**src/rtl/lifo_fifo_buf_pkg.sv**
```systemverilog
// Shared definitions for the run-time selectable LIFO/FIFO buffer.
package lifo_fifo_buf_pkg;

  typedef enum logic {
    MODE_LIFO = 1'b0,
    MODE_FIFO = 1'b1
  } mode_e;

  localparam int unsigned WL_DEFAULT = 6;
  localparam int unsigned N_DEFAULT  = 3;

  // Number of storage entries for an address width of n bits.
  function automatic int unsigned depth(input int unsigned n);
    return 32'd1 << n;
  endfunction

endpackage

```
**src/rtl/lifo_fifo_buf_ram.sv**
```systemverilog
// DEPTH x Wl register file: one synchronous write port, one asynchronous read port, no reset.
module lifo_fifo_buf_ram
  import lifo_fifo_buf_pkg::*;
#(
  parameter int unsigned Wl = WL_DEFAULT,
  parameter int unsigned N  = N_DEFAULT
) (
  input  logic          clk,
  input  logic          we,
  input  logic [N-1:0]  waddr,
  input  logic [Wl-1:0] wdata,
  input  logic [N-1:0]  raddr,
  output logic [Wl-1:0] rdata
);

  localparam int unsigned DEPTH = depth(N);

  logic [Wl-1:0] mem [DEPTH];

  // Write port: store wdata on the rising edge when enabled.
  always_ff @(posedge clk) begin
    if (we) begin
      mem[waddr] <= wdata;
    end
  end

  assign rdata = mem[raddr];

endmodule

```
**src/rtl/lifo_fifo_buf.sv**
```systemverilog
// LIFO/FIFO data buffer with full/empty decode, sticky error flag and occupancy count.
module lifo_fifo_buf
  import lifo_fifo_buf_pkg::*;
#(
  parameter int unsigned Wl = WL_DEFAULT,
  parameter int unsigned N  = N_DEFAULT
) (
  input  logic          clk,
  input  logic          reset,
  input  logic          push,
  input  logic          pop,
  input  logic          mode,
  input  logic          err_clr,
  input  logic [Wl-1:0] dio,
  output logic [Wl-1:0] q,
  output logic          full,
  output logic          empty,
  output logic          error,
  output logic [N:0]    count
);

  localparam int unsigned DEPTH = depth(N);

  mode_e         mode_r, mode_nxt, eff_mode;
  logic [N-1:0]  wr_ptr, wr_ptr_nxt;
  logic [N-1:0]  rd_ptr, rd_ptr_nxt;
  logic [N:0]    count_nxt;
  logic [Wl-1:0] q_nxt;
  logic          error_nxt;
  logic          fault;
  logic          is_empty, is_full;
  logic [N-1:0]  top_addr;
  logic          ram_we;
  logic [N-1:0]  ram_waddr, ram_raddr;
  logic [Wl-1:0] ram_rdata;

  lifo_fifo_buf_ram #(.Wl(Wl), .N(N)) buf_ram (
    .clk   (clk),
    .we    (ram_we),
    .waddr (ram_waddr),
    .wdata (dio),
    .raddr (ram_raddr),
    .rdata (ram_rdata)
  );

  // Status flags decoded from the count register only.
  assign empty = (count == '0);
  assign full  = (count == (N+1)'(DEPTH));

  // Next-state logic: the mode input governs any edge where the buffer is empty.
  always_comb begin
    mode_nxt   = mode_r;
    wr_ptr_nxt = wr_ptr;
    rd_ptr_nxt = rd_ptr;
    count_nxt  = count;
    q_nxt      = q;
    fault      = 1'b0;
    ram_we     = 1'b0;
    ram_waddr  = wr_ptr;
    ram_raddr  = rd_ptr;

    is_empty = (count == '0);
    is_full  = (count == (N+1)'(DEPTH));
    top_addr = N'(count - (N+1)'(1));
    eff_mode = is_empty ? mode_e'(mode) : mode_r;

    if (is_empty) begin
      mode_nxt = mode_e'(mode);
    end

    // LIFO addresses the top of stack; a combined push/pop replaces the top in place.
    if (eff_mode == MODE_LIFO) begin
      ram_raddr = top_addr;
      ram_waddr = (push && pop) ? top_addr : N'(count);
    end

    if (push && pop) begin
      if (is_empty) begin
        q_nxt = dio;
      end else begin
        q_nxt  = ram_rdata;
        ram_we = 1'b1;
        if (eff_mode == MODE_FIFO) begin
          wr_ptr_nxt = wr_ptr + N'(1);
          rd_ptr_nxt = rd_ptr + N'(1);
        end
      end
    end else if (push) begin
      if (is_full) begin
        fault = 1'b1;
      end else begin
        ram_we    = 1'b1;
        count_nxt = count + (N+1)'(1);
        if (eff_mode == MODE_FIFO) begin
          wr_ptr_nxt = wr_ptr + N'(1);
        end
      end
    end else if (pop) begin
      if (is_empty) begin
        fault = 1'b1;
      end else begin
        q_nxt     = ram_rdata;
        count_nxt = count - (N+1)'(1);
        if (eff_mode == MODE_FIFO) begin
          rd_ptr_nxt = rd_ptr + N'(1);
        end
      end
    end

    // A fault on the same edge as err_clr leaves the flag set.
    error_nxt = fault ? 1'b1 : (err_clr ? 1'b0 : error);
  end

  // State registers with asynchronous reset.
  always_ff @(posedge clk or posedge reset) begin
    if (reset) begin
      mode_r <= MODE_LIFO;
      wr_ptr <= '0;
      rd_ptr <= '0;
      count  <= '0;
      q      <= '0;
      error  <= 1'b0;
    end else begin
      mode_r <= mode_nxt;
      wr_ptr <= wr_ptr_nxt;
      rd_ptr <= rd_ptr_nxt;
      count  <= count_nxt;
      q      <= q_nxt;
      error  <= error_nxt;
    end
  end

endmodule

```
**config.mk**
```make
export PLATFORM = sky130hd
export DESIGN_NAME = lifo_fifo_buf
export DESIGN_NICKNAME = d
export VERILOG_FILES = /design/src/rtl/lifo_fifo_buf_pkg.sv /design/src/rtl/lifo_fifo_buf_ram.sv /design/src/rtl/lifo_fifo_buf.sv
export SDC_FILE = /design/constraint.sdc
export NUM_CORES = 1
export LEC_CHECK = 0
export ABC_AREA = 1
export CAP_MARGIN = 10
export CORE_ASPECT_RATIO = 1.25
export CORE_UTILIZATION = 30
export CTS_CLUSTER_DIAMETER = 30
export DETAILED_ROUTE_END_ITERATION = 8
export GPL_TIMING_DRIVEN = 1
export SYNTH_ARGS = -nofsm -noshare
export SYNTH_HDL_FRONTEND = slang
export SYNTH_HIERARCHICAL = 1
export SYNTH_SLANG_ARGS = --single-unit
```
**constraint.sdc**
```tcl
create_clock -name clk -period 2.1 [get_ports clk]
set_input_delay 0.21 -clock clk [delete_from_list [all_inputs] [get_ports clk]]
set_output_delay 0.21 -clock clk [all_outputs]
set_load 0.01 [all_outputs]
```
* After elaboration in Yosys (flattened, before gate mapping)
Memories as Yosys holds them, arrays and structs flattened.
Cells that the tools add are included.
** Cells by class
- $add $sub $neg :: 4
- Equal/unequal tests :: 7
- Multiplexer cells :: 36
- Bitwise logic cells :: 1
- Reductions and logical operators :: 10
** Operator list (count)
- $mux 3 :: 13
- $mux 6 :: 5
- $mux 4 :: 4
- $mux 1 :: 14
- $reduce_bool 2->1 :: 4
- $add 3x1->3 const B :: 2
- $ne 2x1->1 const B :: 3
- $ne 2x2->1 const B :: 3
- $reduce_and 3->1 :: 2
- $add 4x1->4 const B :: 1
- $eq 4x4->1 const B :: 1
- $logic_not 4->1 :: 1
- $reduce_and 4->1 :: 1
- $sub 4x1->4 const B :: 1
- $reduce_and 2->1 :: 1
- $logic_and 1x1->1 :: 1
- $not 1->1 :: 1
** Word-level totals
- Register bits after elaboration :: 18
- Bits in writable memories :: 48
- Logic and storage cells :: 65
- Memories :: 1
** Memories
- buf_ram.mem :: words 8, width 6, read ports 1, clocked after Yosys merged registers in 0, wr ports 1, line lifo_fifo_buf_ram.sv:18 : logic [Wl-1:0] mem [DEPTH];

* Logic depth before layout (Yosys ltp)
An unclocked memory read counts as a cell.
- Word-level depth :: 8
- Depth in mapped cells :: 19
- Depth with buffers taken out :: 17

* By module
Netlist, hierarchy kept.
** By module, submodules not included
- lifo_fifo_buf_ram :: instances 1, cells each 225, area an instance 2170.8 um^2, sequential area each 1441.4 um^2
- lifo_fifo_buf :: instances 1, cells each 173, area an instance 1288.7 um^2, sequential area each 450.4 um^2

* Worst setup path before layout
No wires, ideal clock.
- Path kind :: register -> register
- From :: reg count[0]
- To :: reg q[3]
- Arrival :: 2.055 ns
- Required time :: 1.983 ns
- Slack :: -0.073 ns
- Stages on the path, launching flop included :: 18
- Path buffers :: 3
- Cell sequence :: dfrtp_1 > inv_1 > ha_1 > nand3_2 > nand2_8 > buf_12 > o21ai_2 > buf_6 > buf_4 > nand2_1 > nand3_1 > nand2_1 > nand2_1 > nand2_1 > inv_1 > nand2_1 > nand3_1 > nand2_1
** Between the ends
- Longest elaborated chain between the ends :: 8
** Ends and longest elaborated chain
- start, declared :: line lifo_fifo_buf.sv:19 : output logic [N:0] count
- start signal, assigned :: line lifo_fifo_buf.sv:127 : count <= count_nxt;
- $logic_not 4->1 * :: line lifo_fifo_buf.sv:62 : is_empty = (count == '0);
- $mux 1 *
- via eff_mode :: line lifo_fifo_buf.sv:24 : mode_e mode_r, mode_nxt, eff_mode;
- $mux 3 * :: line lifo_fifo_buf.sv:72 : if (eff_mode == MODE_LIFO) begin
- via ram_raddr[0] :: line lifo_fifo_buf.sv:34 : logic [N-1:0] ram_waddr, ram_raddr;
- $mem_v2 8x6 *
- via ram_rdata[3] :: line lifo_fifo_buf.sv:35 : logic [Wl-1:0] ram_rdata;
- $mux 6 :: line lifo_fifo_buf.sv:99 : if (is_empty) begin
- $mux 6 :: line lifo_fifo_buf.sv:98 : end else if (pop) begin
- $mux 6 :: line lifo_fifo_buf.sv:88 : end else if (push) begin
- $mux 6 * :: line lifo_fifo_buf.sv:77 : if (push && pop) begin
- end signal, assigned :: line lifo_fifo_buf.sv:128 : q <= q_nxt;
- end, declared :: line lifo_fifo_buf.sv:15 : output logic [Wl-1:0] q,
Mark *: on every way through the listed nets, which the timed path passes. The rest lies on a longest branch. The select of a mux whose other input is x is not followed.
A chain may end at the register's enable or synchronous reset.

* Final worst setup path
- From :: reg count[0]
- To :: reg q[5]
** Between the ends
- Longest elaborated chain between the ends :: 8
** Ends and longest elaborated chain (line)
- branches (longest 2 deep; another with $sub 4x1->4)
- $mux 3 * :: lifo_fifo_buf.sv:72
- via ram_raddr[1] :: lifo_fifo_buf.sv:34
- $mem_v2 8x6 *
- via ram_rdata[5] :: lifo_fifo_buf.sv:35
- $mux 6 :: lifo_fifo_buf.sv:99
- $mux 6 :: lifo_fifo_buf.sv:98
- $mux 6 :: lifo_fifo_buf.sv:88
- $mux 6 * :: lifo_fifo_buf.sv:77
Mark *: on every way through the listed nets, which the timed path passes. The select of a mux whose other input is x is not followed.

==> reports/results.tsv <==
metric	value	unit
status	completed	
# port buffers	24	
Worst Hold Margin	0.292	ns
CP startpoint	count[0]	
router iterations before antenna repair	4	
commonest non-fill, non-tap cell in the layout	nand2_1	
Die Y	122	µm
Starting Density	31.1	%
CP Launch Type	register	
WL final	7.58	mm
H-tree depth	3	
Max Cap Viol	0	
Clock Skew	0.00498	ns
required time of the critical path	2.37	ns
WL per Instance	12.9	µm
largest net degree at the start of global routing	25	
first-pass GRT wire length	12.7	mm
Tcrit/Tclk final	94.3	%
synthesis warning total	6	
initial antenna violation count	0	
Post-Syn Area	0.00346	mm²
Vias	2668	
post-DR vias/cell	4.53	
setup TNS	0	ns
Slowest cell on crit path	dfrtp_2	
DRT antenna net count	0	
Post-Place Cells	571	
Final setup viols	0	
Tmin final	1.98	ns
total CTS buffers	9	
Seq/Total Area, Yosys	54.7	%
slowest stage delay, CP	0.40	ns
Inserted Diodes	0	
Final Hold Vio Count	0	
CP most frequent cell	nand2_1	
GRT Resource Usage Total	14.0	%
Hold/Removal Path Class	in -> async	
Worst slew margin	52.6	%
syn_area_per_cell	8.69	µm²
Setup crit end kind	register	
share of layout cells above drive strength 1	17.8	%
DRT iter0 DRCs	168	
M3 GR Usage	3.04	%
Root Buffer	clkbuf_16	
Achievable Freq	505	MHz
Area Growth Syn to Fin	28.2	%
dpl hpwl	5.50	mm
critical path fanouts, max	10	
number of clock sinks	66	
CP top delay family	simple AND/OR/NAND/NOR gates	
number of top-level pins	25	
WS Path Type	reg -> reg	
vias in the first global route	2707	
fin cells	589	
worst flop-to-flop path startpoint	count[0]	
Buffers & Inverters on Critical Path	4	
Final Max Tran Viols	0	
met2 GRT Util	25.7	%
Peak VDD IR	0.921	mV
pwr/cell area	1760	mW/mm²
Least-Margin Pin Slew	0.711	ns
total overflow reported by the global router	0	
Seq cells post-synth	66	
Worst-path clk slew	0.05	ns
clk_lat worst skew	0.33	ns
Die W	98.1	µm
syn_nets	415	
worst path cell trace	inv_2 > ha_4 > nand2_4 > nand2_4 > nand2_8 > buf_6 > o21ai_4 > buf_6 > nand3_1 > nand2_2 > nand2_1 > nand2_1 > inv_1 > nand2_1 > nand3_1 > nand2_1	
row cnt	43	
CTS tree	done	
cells after synthesis	398	
final net count	466	
CP arrival	2.25	ns
most frequent cells in the layout	nand2_1, inv_1, edfxtp_1, nand3_1, clkdlybuf4s50_1	
die area	0.0120	mm²
dpl cell area	0.00397	mm²
RSZ-0062 raised after global routing	true	
residual DRC count	0	
leakage power	0.00216	µW
Max clock buf depth	2	
post-layout instance area	0.00444	mm²
GRT Max-Usage Layer	met2	
RePlAce Congestion	0.849	
met1 usage	14.4	%
post-synth cell types	29	
core area	0.0111	mm²
[path summary, 6_finish.rpt]
kind / end / depth (start not counted) / slack, ns
max: q[5] / 16 / 0.12
min: mode_r / 2 / 0.29
max reg2reg: q[5] / 16 / 0.12
min reg2reg: q[2] / 2 / 0.48
max in group asynchronous: count[0] / 2 / 1.31
min in group clk: error / 2 / 0.44
[flip-flops by register name, summed over array words and instances, names as in the netlist]
signal       count
buf_ram/mem     48
count            4
error            1
mode_r           1
q                6
rd_ptr           3
wr_ptr           3
[cell type report]
class / count / area [µm²]
Clock buffer: 9 / 225
Clock inverter: 7 / 108
Fill cell: 1045 / 6700
Inverter: 83 / 327
Multi-Input combinational cell: 238 / 1220
Sequential cell: 66 / 1890
Tap cell: 135 / 169
Timing Repair Buffer: 51 / 499
[what timing repair did]
action / 4_1_cts / 5_1_grt
buffers inserted: 0 / 1
hold buffers: 0 / 0
cloned: 0 / 1
pin swaps: 0 / 6
setup endpoints to repair: 3 / 55
resized for setup: 2 / 27
[per-layer routing]
metal	wire (µm)	vias up
met3	232	22
met5	0	-
met2	4010	47
li1	-	1327
met1	3020	1272
met4	307	0
[kinds of logic (layout without fill, tap and decap cells)]
family,count (synthesis),after routing,synth area share (%)
and+or+nand+nor,219,219,28.6
buffers and inverters,94,150,12.2
DFF,66,66,54.7
AOI/OAI and AO/OA,10,10,1.77
adders and majority gates,5,5,1.81
xor gates and xnor gates,4,4,1.01
[power breakdown]
group / total (µW) / leakage (µW) / switching (µW) / internal (µW)
clock: 1680 / 0.000164 / 535 / 1150
combinational: 4200 / 0.00134 / 2450 / 1750
sequential: 1940 / 0.000657 / 173 / 1770
[metrics by stage]
step                      setup slack (ns)  total power, µW  util (%)
after floorplan                    0.00418             4580         -
after global placement             0.00160             5620      35.6
after detailed placement           0.00673             5700      35.6
after CTS                          0.00202             7430      38.7
after global routing               -0.0622             8470      39.8
final                                0.120             7820      39.8
[worst register-to-register path, delay by kind of cell (launching register included)]
family,cells,cell delay (ns)
buffers and inverters,4,0.41
DFF,1,0.40
AOI/OAI and AO/OA,1,0.21
adders and majority gates,1,0.17
and+or+nand+nor,10,0.71
[Yosys cell counts]
cell type  instances  area share, %
nand3b_2           1           0.33
nand3_2            1           0.29
o21ai_2            3           0.76
nand3_1           39            5.6
xnor2_1            1           0.25
nor2_1            10            1.1
nor2_8             1           0.58
ha_1               5            1.8
nand2_1          150             16
inv_1             78            8.5
a21oi_1            1           0.14
inv_2              4           0.43
nand4_1            3           0.54
o21ai_0            4           0.58
dfrtp_1           18             13
buf_6              5            1.6
nand2_4            4            1.3
buf_2              3           0.43
buf_12             1           0.58
xor2_1             3           0.76
nor2_4             2           0.65
and2_1             1           0.18
nand3b_1           1           0.22
buf_4              2           0.43
o21ai_1            2           0.29
nand2_8            1           0.58
edfxtp_1          48             42
nand2_2            5           0.90
inv_4              1           0.18
(Power assumes the default switching activity.)
